<file path="config.mk">
export PLATFORM = sky130hd
export DESIGN_NAME = rcpu_mem_responder
export DESIGN_NICKNAME = d
export VERILOG_FILES = /design/src/rtl/rcpu_mem_responder.sv
export SDC_FILE = /design/constraint.sdc
export NUM_CORES = 1
export LEC_CHECK = 0
export BUFFER_PORTS_ARGS = -buffer_cell sky130_fd_sc_hd__buf_4
export CORE_AREA = 2 2 199 123
export DETAILED_ROUTE_END_ITERATION = 8
export DIE_AREA = 0 0 201 125
export PLACE_DENSITY = 0.67
export SYNTH_ARGS = -nofsm -noshare
export SYNTH_HDL_FRONTEND = slang
export SYNTH_SLANG_ARGS = --single-unit
</file>
<file path="constraint.sdc">
create_clock -name clk -period 2.7 [get_ports clk]
set_input_delay 0.27 -clock clk [delete_from_list [all_inputs] [get_ports clk]]
set_output_delay 0.27 -clock clk [all_outputs]
set_load 0.02 [all_outputs]
</file>
<file path="src/rtl/rcpu_mem_responder.sv">
// rcpu_mem_responder: posted-write buffer and req/ack bridge between the rcpu memory port and external memory.
// Define RCPU_MEMRESP_FWD_EN to let reads hit buffered or incoming writes without draining the buffer.
module rcpu_mem_responder #(
  parameter int N = 32,
  parameter int M = 16,
  parameter int WBUF_DEPTH = 4
) (
  input  logic         clk,
  input  logic         rst,
  input  logic [N-1:0] memAddr,
  input  logic [M-1:0] memWrite,
  input  logic         memRE,
  input  logic         memWE,
  output logic [M-1:0] memRead,
  output logic         memReady,
  output logic         ext_req,
  output logic         ext_we,
  output logic [N-1:0] ext_addr,
  output logic [M-1:0] ext_wdata,
  input  logic         ext_ack,
  input  logic [M-1:0] ext_rdata,
  output logic         wbuf_empty,
  output logic         wr_overflow
);
  localparam int AW = $clog2(WBUF_DEPTH);
  typedef enum logic [1:0] {IDLE, WR, RD, DONE} state_t;
  state_t state, state_nx;
  logic [N-1:0] fa [WBUF_DEPTH];
  logic [M-1:0] fd [WBUF_DEPTH];
  logic [AW-1:0] rp, wp;
  logic [AW:0] cnt;
  logic full, push, pop, hit;
  logic [M-1:0] fwd;
  assign full = cnt == (AW+1)'(WBUF_DEPTH);
  assign pop = state == WR && ext_ack;
  assign push = memWE && (!full || pop);
  assign ext_req = state == WR || state == RD;
  assign ext_we = state == WR;
  assign memReady = state == DONE;
  assign wbuf_empty = cnt == '0 && state != WR;
`ifdef RCPU_MEMRESP_FWD_EN
  // Oldest to newest, so the last match wins; the incoming write shares memAddr and is newest.
  always_comb begin
    hit = 1'b0;
    fwd = '0;
    for (int i = 0; i < WBUF_DEPTH; i++)
      if ((AW+1)'(i) < cnt && fa[rp + AW'(i)] == memAddr) begin
        hit = 1'b1;
        fwd = fd[rp + AW'(i)];
      end
    if (memWE) begin
      hit = 1'b1;
      fwd = memWrite;
    end
  end
`else
  assign hit = 1'b0;
  assign fwd = '0;
`endif
  always_comb begin
    state_nx = state;
    case (state)
      IDLE: state_nx = memRE && hit ? DONE : (cnt != '0 || memWE) ? WR : memRE ? RD : IDLE;
      WR:   state_nx = ext_ack ? IDLE : WR;
      RD:   state_nx = ext_ack ? DONE : RD;
      DONE: state_nx = IDLE;
    endcase
  end
  always_ff @(posedge clk)
    if (push) begin
      fa[wp] <= memAddr;
      fd[wp] <= memWrite;
    end
  always_ff @(posedge clk) begin
    if (rst) begin
      state <= IDLE;
      rp <= '0;
      wp <= '0;
      cnt <= '0;
      wr_overflow <= 1'b0;
      memRead <= '0;
      ext_addr <= '0;
      ext_wdata <= '0;
    end else begin
      state <= state_nx;
      if (push) wp <= wp + 1'b1;
      if (pop) rp <= rp + 1'b1;
      cnt <= cnt + (AW+1)'(push) - (AW+1)'(pop);
      if (memWE && full && !pop) wr_overflow <= 1'b1;
      // An empty buffer means the write being pushed this cycle is the one to issue.
      if (state == IDLE && state_nx == WR) begin
        ext_addr <= cnt == '0 ? memAddr : fa[rp];
        ext_wdata <= cnt == '0 ? memWrite : fd[rp];
      end
      if (state == IDLE && state_nx == RD) ext_addr <= memAddr;
      if (state == RD && ext_ack) memRead <= ext_rdata;
      if (state == IDLE && state_nx == DONE) memRead <= fwd;
    end
  end
endmodule

</file>
==> out/results.ini <==
[worst_setup_path]
regToRegSetupSlack_ps=240
cp_max_fo=5
worstReg2RegEnd=cnt[2]
end_kind=flip-flop
path_class=reg -> reg
worstSetupStartpointType=flip-flop
crit_required_ps=3100
r2r-start=state[1]
crit_arrival_ps=2860
rr_worst_depth=13

[route]
wl_per_cell_um=18.5
top_layer=met4
first_iter_violations=490
first_pass_iters=5
routed-wl-met2_um=9840
wl_met1_um=10700
vias=6156
route.met3.wl_um=1250
ant_nets=0
drc=0
via_per_inst=5.14
wirelength_um=22200

[min_path]
worstHoldStart=ext_rdata[7]
holdPathEnd=memRead[7]
hold_path_class=in -> reg
holdPathStages=3

[global_route]
grt-ovfl-total=0
grt_max_degree=65
grt_pass1_vias=6224
antenna_found_initial=0
grt_pass1_wl_um=35200
grt.total_usage_pct=17.8

[die]
io_pins=138
core_um2=23500
die-area_um2=25100
die_w_um=201
die_y_um=125
rows=44
initial_utilization_pct=44.0

[synth]
synth_nets=736
syn_inst=656
syn_avg_cell_area_um2=15.8
ys_seq_area_share_pct=70.5
yosysWarnings=0
synthesis.area_um2=10300
ys_ff_latch=268
ys_types=30

[sta]
final.setup.worst_slack_ps=238
maxSlewHeadroom_pct=40.2
fin_crit_ps=2460
finalCritPeriodShare_pct=91.2
drv_slew=0
tightest_slew_ps=897
finalSetupViolations=0
max_freq_ghz=0.406
rsz0062_at_grt=false
hold_viol=0
timing.setup.tns_ps=0
skew_ps=11.3

[clock_tree]
clk_pin_slew_ps=60
root_buffer=clkbuf_16
clock_sinks=268
post_cts_buffers=0
cts_made_buffers=25
clockBufferDepth=3
cts_tree=built
clk_latency_ps=520
htree_levels=1

[place]
preCtsSetupSlack_ps=233
gp_congestion=0.728
placedInstanceArea_um2=11800
io_buffer_count=137
dp.cells=1093
dp_hpwl_um=13000

[layout]
nets=937
drive_above_1_share_pct=32.1
fin_cells=1197
final_area_um2=13200
utilization_pct=56.2
area_growth_pct=27.7
final_common_cell=edfxtp_1
antennaDiodeCount=0
mostFrequentLayoutCells=192 x edfxtp_1, 151 x buf_4, 130 x nand2_1

[power_and_ir_drop]
leakagePower_nw=4.72
peakVddDrop_mv=0.718
p_per_area_nw_per_um2=975

[flow_run]
maxCapViolCount=0

[run_status]
status=finished clean

[stage by stage]
| stage | hold slack, ps | power [mW] |
|---|---|---|
| finish | 11.2 | 12.9 |
| CTS | 0.543 | 13.0 |
| global placement | 443 | 9.42 |
| floorplan | 369 | 8.06 |
| detailed placement | 450 | 9.48 |
| global route | 12.0 | 13.5 |
[state kept, by name, indices dropped and copies added (netlist names), named ones only]
| name | count |
|---|---|
| cnt | 3 |
| ext_addr | 32 |
| ext_wdata | 16 |
| fa | 128 |
| fd | 64 |
| memRead | 16 |
| rp | 2 |
| state | 2 |
| wp | 2 |
| wr_overflow | 1 |
[what timing repair did]
item | CTS | global route
hold buffers | 59 | 0
hold endpoints to repair | 203 | 0
setup endpoints to repair | 0 | 1
resized for setup | 0 | 1
[worst max path at each step]
stage | to | startpoint | slack (ps) | cells past startpoint
after floorplan | cnt[2] | state[1] | 40 | 13
after global placement | cnt[2] | state[1] | 350 | 13
after detailed placement | cnt[2] | state[1] | 230 | 13
after CTS | cnt[2] | state[1] | 190 | 13
after global routing | cnt[2] | state[1] | 50 | 13
final | cnt[2] | state[1] | 240 | 13
[critical path, cell delays in order (launching register included)]
cell     delay [ps]
dfxtp_1         330
inv_1           100
ha_2            240
nand2_1         130
a31oi_1         240
inv_1            70
ha_1            280
inv_1            50
ha_1            130
inv_1            50
fa_1            370
xor2_1          160
xnor2_1         150
nor2_1           50
[metal layers]
metal  global-route usage, %  vias up
met5                       0        -
met4                    3.62        0
met3                    2.87       23
met2                    27.4      191
met1                    26.9     3070
li1                        -     2872
[cell usage after synthesis (all sizes together)]
cell	instances	area share (%)
ha	10	1.2
clkbuf	24	0.87
nand4	1	0.061
xor2	3	0.25
o31a	1	0.085
edfxtp	192	56
a21oi	18	0.87
nor2b	1	0.061
dfxtp	76	15
nand3	1	0.048
or3	1	0.061
mux2i	1	0.097
mux4	48	10
and2	5	0.30
nand2b	2	0.12
nor3	1	0.048
buf	18	1.2
fa	1	0.19
a31oi	1	0.061
xnor2	2	0.17
nor2	60	2.2
a311oi	48	6.0
a21boi	1	0.073
inv	9	0.33
a41oi	1	0.085
nand2	130	4.7
[report_power, final]
part           total [mW]  internal [mW]  switching, mW
combinational        3.95           1.59           2.36
sequential           5.46           5.12          0.339
clock                3.47           2.00           1.47
total                12.9           8.70           4.17
[final cells by class]
class	instances	area (um^2)
Clock buffer	33	656
Clock inverter	12	140
Fill cell	1926	10300
Inverter	9	33.8
Multi-Input combinational cell	337	2830
Sequential cell	268	7290
Tap cell	322	403
Timing Repair Buffer	216	1840
[logic make-up after synthesis]
group           count (synthesis)  share of synthesized area, %
simple gates                  202                          7.60
buf+inv                        51                          2.37
compound gates                 70                          7.18
xor+xnor                        5                         0.424
mux                            49                          10.6
fa+ha+maj                      11                          1.40
flops                         268                          70.5
(Power assumes the default switching activity.)
